**src/rtl/button_conditioner.sv**
```systemverilog
// Push-button input conditioning: two-flop synchroniser, debounce,
// and single-cycle advance pulses with optional hold-to-repeat.
module button_conditioner #(
   parameter int DEBOUNCE_CYCLES = 16,
   parameter int AUTO_REPEAT     = 1,
   parameter int REPEAT_DELAY    = 64,
   parameter int REPEAT_PERIOD   = 32
) (
   input  logic clk,
   input  logic rst,
   input  logic btn_in,
   output logic button,
   output logic pressed,
   output logic repeating
);

   localparam int DW = $clog2(DEBOUNCE_CYCLES + 1);
   localparam int RMAX = (REPEAT_DELAY > REPEAT_PERIOD) ?
                         REPEAT_DELAY : REPEAT_PERIOD;
   localparam int RW = $clog2(RMAX + 1);

   localparam logic [DW-1:0] DB_LAST = DW'(DEBOUNCE_CYCLES - 1);
   localparam logic [RW-1:0] DLY_LAST = RW'(REPEAT_DELAY - 1);
   localparam logic [RW-1:0] PER_LAST = RW'(REPEAT_PERIOD - 1);

   typedef enum logic [1:0] {
      IDLE,
      DELAY,
      REPEAT
   } state_t;

   state_t state;

   logic s1;
   logic s2;
   logic [DW-1:0] db_cnt;
   logic [RW-1:0] rpt_cnt;

   logic db_diff;
   logic db_done;
   logic rise;
   logic fall;

   always_ff @(posedge clk) begin
      if (rst) begin
         s1 <= 1'b0;
         s2 <= 1'b0;
      end else begin
         s1 <= btn_in;
         s2 <= s1;
      end
   end

   // rise/fall flag the edge on which pressed is about to change,
   // so the FSM reacts on that same edge
   always_comb begin
      db_diff = s2 != pressed;
      db_done = db_diff && (db_cnt == DB_LAST);
      rise    = db_done && s2;
      fall    = db_done && !s2;
   end

   always_ff @(posedge clk) begin
      if (rst) begin
         pressed <= 1'b0;
         db_cnt  <= '0;
      end else if (db_diff) begin
         if (db_done) begin
            pressed <= s2;
            db_cnt  <= '0;
         end else begin
            db_cnt <= db_cnt + DW'(1);
         end
      end else begin
         db_cnt <= '0;
      end
   end

   // A release on the same edge as a due repeat pulse suppresses it
   always_ff @(posedge clk) begin
      if (rst) begin
         state     <= IDLE;
         rpt_cnt   <= '0;
         button    <= 1'b0;
         repeating <= 1'b0;
      end else begin
         button <= 1'b0;
         unique case (state)
            IDLE: begin
               rpt_cnt   <= '0;
               repeating <= 1'b0;
               if (rise) begin
                  button <= 1'b1;
                  state  <= DELAY;
               end
            end
            DELAY: begin
               if (fall) begin
                  state   <= IDLE;
                  rpt_cnt <= '0;
               end else if (AUTO_REPEAT != 0) begin
                  if (rpt_cnt == DLY_LAST) begin
                     button    <= 1'b1;
                     rpt_cnt   <= '0;
                     state     <= REPEAT;
                     repeating <= 1'b1;
                  end else begin
                     rpt_cnt <= rpt_cnt + RW'(1);
                  end
               end
            end
            REPEAT: begin
               if (fall) begin
                  state     <= IDLE;
                  rpt_cnt   <= '0;
                  repeating <= 1'b0;
               end else if (rpt_cnt == PER_LAST) begin
                  button  <= 1'b1;
                  rpt_cnt <= '0;
               end else begin
                  rpt_cnt <= rpt_cnt + RW'(1);
               end
            end
            default: begin
               state     <= IDLE;
               rpt_cnt   <= '0;
               repeating <= 1'b0;
            end
         endcase
      end
   end

endmodule

```
**config.mk**
```make
export PLATFORM = sky130hd
export DESIGN_NAME = button_conditioner
export DESIGN_NICKNAME = d
export VERILOG_FILES = /design/src/rtl/button_conditioner.sv
export SDC_FILE = /design/constraint.sdc
export NUM_CORES = 1
export LEC_CHECK = 0
export CAP_MARGIN = 30
export CORE_MARGIN = 4
export CORE_UTILIZATION = 40
export CTS_BUF_LIST = sky130_fd_sc_hd__clkbuf_2
export DETAILED_ROUTE_END_ITERATION = 10
export HOLD_SLACK_MARGIN = 0.15
export PLACE_DENSITY = 0.59
export SETUP_SLACK_MARGIN = 0.3
export SYNTH_ARGS = -nofsm -noshare
export SYNTH_HDL_FRONTEND = slang
export SYNTH_SLANG_ARGS = --single-unit
```
**constraint.sdc**
```tcl
create_clock -name clk -period 4.1 [get_ports clk]
set_input_delay 0.82 -clock clk [delete_from_list [all_inputs] [get_ports clk]]
set_output_delay 0.82 -clock clk [all_outputs]
set_load 0.02 [all_outputs]
```
# Word level (Yosys, flattened, before mapping)
# Index checks and enable logic that the tools add are counted.
[totals]
regBits = 19
in_bits = 3
output_inout_bits = 3
word_cells = 51
[classes]
n_addsub = 2
n_eq_ne = 11
n_mux = 20
bitwise = 1
reduce_logical = 9
[op_table]
columns = ["operator", "n"]
rows = [
  ["2-to-1 mux 7 bit", 4],
  ["case mux 7 bit (2 select lines)", 1],
  ["2-to-1 mux 1 bit", 8],
  ["2-to-1 mux 2 bit", 4],
  ["inequality test 2 bit (second input constant)", 4],
  ["adder 7 x 1 -> 7 bit (second input constant)", 1],
  ["equality test 7 x 5 -> 1 bit (second input constant)", 1],
  ["equality test 7 x 6 -> 1 bit (second input constant)", 1],
  ["case mux 2 bit (3 select lines)", 1],
  ["AND reduction 3 bit", 2],
  ["adder 5 x 1 -> 5 bit (second input constant)", 1],
  ["equality test 5 x 4 -> 1 bit (second input constant)", 1],
  ["logical AND 1 bit", 3],
  ["inequality test 3 bit (second input constant)", 1],
  ["case mux 1 bit (3 select lines)", 1],
  ["OR reduction 3 bit", 1],
  ["equality test 2 x 1 -> 1 bit (second input constant)", 1],
  ["equality test 2 bit (second input constant)", 1],
  ["zero test 2 bit", 1],
  ["case mux 1 bit (2 select lines)", 1],
  ["AND reduction 2 bit", 1],
  ["zero test 1 bit", 1],
  ["inequality test 1 bit", 1],
  ["inverter 1 bit", 1],
]

# Longest topological paths before layout
[logic_depth]
word_depth = 5
depth_mapped = 7
depth_no_buf = 7

# Worst setup path after synthesis
# No wires, ideal clock.
[synth_path]
path_kind = "register to register"
from = "register db_cnt[0]"
to = "register rpt_cnt[2]"
setup_ns = 0.064
arrival_ns = 1.760
path_slack_ns = 2.276
path_stages_with_launch = 8
period_less_slack_ns = 1.824
cell_sequence = "dfxtp_1 ha_1 and3_1 ha_1 nand3b_4 nand3b_4 or4_4 nor2_1"
[synth_between]
elab_chain_cells = 5
word_cells_on_any_way = 6
cone_classes = "eq/ne (1); mux (3); reduce/logical (2)"
[synth_lines]
columns = ["item", "line", "text"]
rows = [
  ["start: declaration", "36", "logic [DW-1:0] db_cnt;"],
  ["start signal: assignment", "72", "db_cnt <= db_cnt + DW'(1);"],
  ["equality test 5 x 4 -> 1 bit *", "58", "db_done = db_diff && (db_cnt == DB_LAST);"],
  ["logical AND 1 bit *", "58", ""],
  ["logical AND 1 bit *", "60", "fall = db_done && !s2;"],
  ["2-to-1 mux 7 bit, on equally long branches", "113, 98", ""],
  ["case mux 7 bit (2 select lines) *", "88", "unique case (state)"],
  ["end signal: assignment", "108", "rpt_cnt <= rpt_cnt + RW'(1);"],
  ["end signal: assignment", "121", "rpt_cnt <= rpt_cnt + RW'(1);"],
  ["end: declaration", "37", "logic [RW-1:0] rpt_cnt;"],
]
# Mark *: on every way between the ends. The rest lies on a longest branch, timed or not.
# A chain may end at the register's enable or synchronous reset.

# Worst setup path after layout
[layout_path]
from = "register pressed"
to = "output pressed"
[layout_lines]
columns = ["item", "line", "text"]
rows = [
  ["start: declaration", "13", "output logic pressed,"],
  ["start signal: assignment", "65", "pressed <= 1'b0;"],
  ["start signal: assignment", "69", "pressed <= s2;"],
]
# No word-level cell between the ends.

==> out/results.txt <==
status - completed
synth top area cells - dfxtp_1, ha_1, nor2_1, nand3b_4, clkbuf_8
Worst Setup End Kind - output port
Seq/Total Area, Yosys - 0.3883
Commonest cells post-synth - dfxtp_1, nor2_1, ha_1, inv_1, nand2_1
final setup violation count - 0
Worst Path Required - 3.28 ns
Num CTS Buffers - 3
Post-synth EDFFs - 0
simple-gate share of the synthesized area - 0.3091
leading area contributor after synthesis - dfxtp_1
Slew @ Worst Pin - 0.3597 ns
maximum achievable frequency - 0.4309 GHz
Tmin final - 2.321 ns
crit path DAT - 1.50 ns
gpl congestion - 0.7274
share of the synthesized area in the top cell type - 0.3883
Placed Cells incl. Taps - 131
XOR/XNOR share of the synthesized area - 0.04470
most frequent cell after synthesis - dfxtp_1
RSZ-0062 raised after global routing - no
layout cells sized above 1 - 0.08411
reported max-cap violation count - 0
pins over their slew limit - 0
die height - 57.49 um
Max FO, Critical Path - 7
Total GRT Usage - 0.1057
initial antenna violation count - 0
Leakage - 0.3833 nW
P per Cell Area - 262.5 nW/um2
IO Count - 6
CTS Root Cell - clkbuf_2
post-route ant nets - 0
Syn Inst Count - 101
top_reg_cell synth - dfxtp_1
Setup WS pre-CTS - 1.707 ns
DR vias - 709
Port Buffer Count - 5
largest family of logic cells by synthesized area - simple AND/OR/NAND/NOR gates
Hold Buf Count CTS - 0
Buffers & Inverters on Critical Path - 1
Area Overhead vs Synth - 6.768%
setup bufs post-CTS - 0
Routed Wire Length - 1637 um
startpoint types - flop
final worst path period share - 0.5661
vias in the first global route - 684
final setup TNS - 0 ns
multiplexer area fraction after synthesis - 0.02171
post-route setup slack - 1.779 ns
drt drc - 0
Fin Clk Skew - 0.02111 ns
Post-Synth Adder-Cell Area - 0.08940
Synth Area in Compound Gates - 0.08812
cell family with most CP delay - buffers and inverters
Syn. warnings - 0
CP Cell Sequence - clkdlybuf4s50_1
GR Overflow Total - 0
syn_nets - 111
largest net degree at the start of global routing - 12
CTS Sinks - 19
Relative slew margins - 0.7602
Mean Syn Cell Area - 9.700 um2
Worst VDD drop - 0.1707 mV
core area - 2276 um2
H-tree lvl count - 1
Yosys reg bits - 19
HPWL after DPL - 1217 um
Final #Nets - 118
asr flop ratio synth - 0
Critical Path Slowest Stage Cell - clkdlybuf4s50_1
CP max stage delay - 0.66 ns
clk_lat worst skew - 0.31 ns
Initial DRC Count - 10
# rows - 17
fill cell total of the finished layout - 218
Die W - 57.49 um
Hold Path Class - reg2reg
initial core utilization - 0.4305
DIE AREA - 3305 um2
wire per inst - 12.13 um
number of antenna diodes - 0
CTS max path bufs - 2
drt via density - 5.252
Netlist cell types - 34
first-pass GRT wire length - 2787 um
Hold Vio Cnt, Final - 0
Pre-Repair DR Iteration Count - 4
# resized after CTS - 0
Clk pin slew, worst setup/hold paths - 0.20 ns
Crit Path Class - reg2out
CTS tree - done
mapped cell area - 979.7 um2
non-filler instance count after layout - 135
[through the flow]
stage | hold WS (ns) | instance area [um2] | util | power (mW)
global placement | 0.4272 | 1026 | 0.4508 | 0.1966
floorplan | 0.4138 | 979.7 | - | 0.1931
finish | 0.4590 | 1046 | 0.4596 | 0.2746
detailed placement | 0.4366 | 1026 | 0.4508 | 0.1967
CTS | 0.4650 | 1046 | 0.4596 | 0.2794
global route | 0.4830 | 1046 | 0.4596 | 0.2880
[flip-flops by register name (all words and copies together) (netlist names)]
| register | count |
|---|---|
| s2 | 1 |
| pressed | 1 |
| state | 2 |
| s1 | 1 |
| button | 1 |
| repeating | 1 |
| db_cnt | 5 |
| rpt_cnt | 7 |
[path summary, 6_finish.rpt]
path / start / to / slack, ns / cells after the start
setup / recovery: pressed / pressed / 1.78 / 1
hold / removal: db_cnt[0] / db_cnt[0] / 0.46 / 1
setup reg to reg: db_cnt[0] / rpt_cnt[1] / 2.11 / 7
hold reg to reg: db_cnt[0] / db_cnt[0] / 0.46 / 1
[layout make-up]
cell class	instances	area (um2)	area share
Clock inverter	1	5.005	0.004785
Inverter	5	18.77	0.01794
Multi-Input combinational cell	74	541.8	0.5179
Clock buffer	3	15.01	0.01435
Tap cell	28	35.03	0.03349
Timing Repair Buffer	5	50.05	0.04785
Sequential cell	19	380.4	0.3636
[cell usage in the layout, fill, tap and decap left out, types with 5 or more instances in the layout]
cell              n
nand2_1           5
clkdlybuf4s50_1   5
ha_1              7
inv_1             5
nor2_1           13
dfxtp_1          19
[kinds of logic (layout without fill, tap and decap cells)]
kind of cell | after synthesis | after routing
AO/OA/AOI/OAI | 13 | 13
XOR/XNOR | 5 | 5
adder cells (fa/ha/maj) | 7 | 7
buffers and inverters | 8 | 14
flip-flops | 19 | 19
multiplexers | 2 | 2
AND/OR/NAND/NOR | 47 | 47
[report_power, final]
| group | internal, mW | switching, mW |
|---|---|---|
| Combinational | 0.00358 | 0.00211 |
| Clock | 0.0221 | 0.0597 |
| Sequential | 0.186 | 0.000895 |
[per-layer routing]
metal  track usage  part of all wire  vias to the layer above
met1        0.1218              0.48                      329
met5             0                 0                        -
met4       0.04967            0.0073                        0
met2        0.1855              0.49                        7
met3       0.02036             0.022                        2
li1              -                 -                      371
No activity file was read; power rests on OpenSTA's default activity.
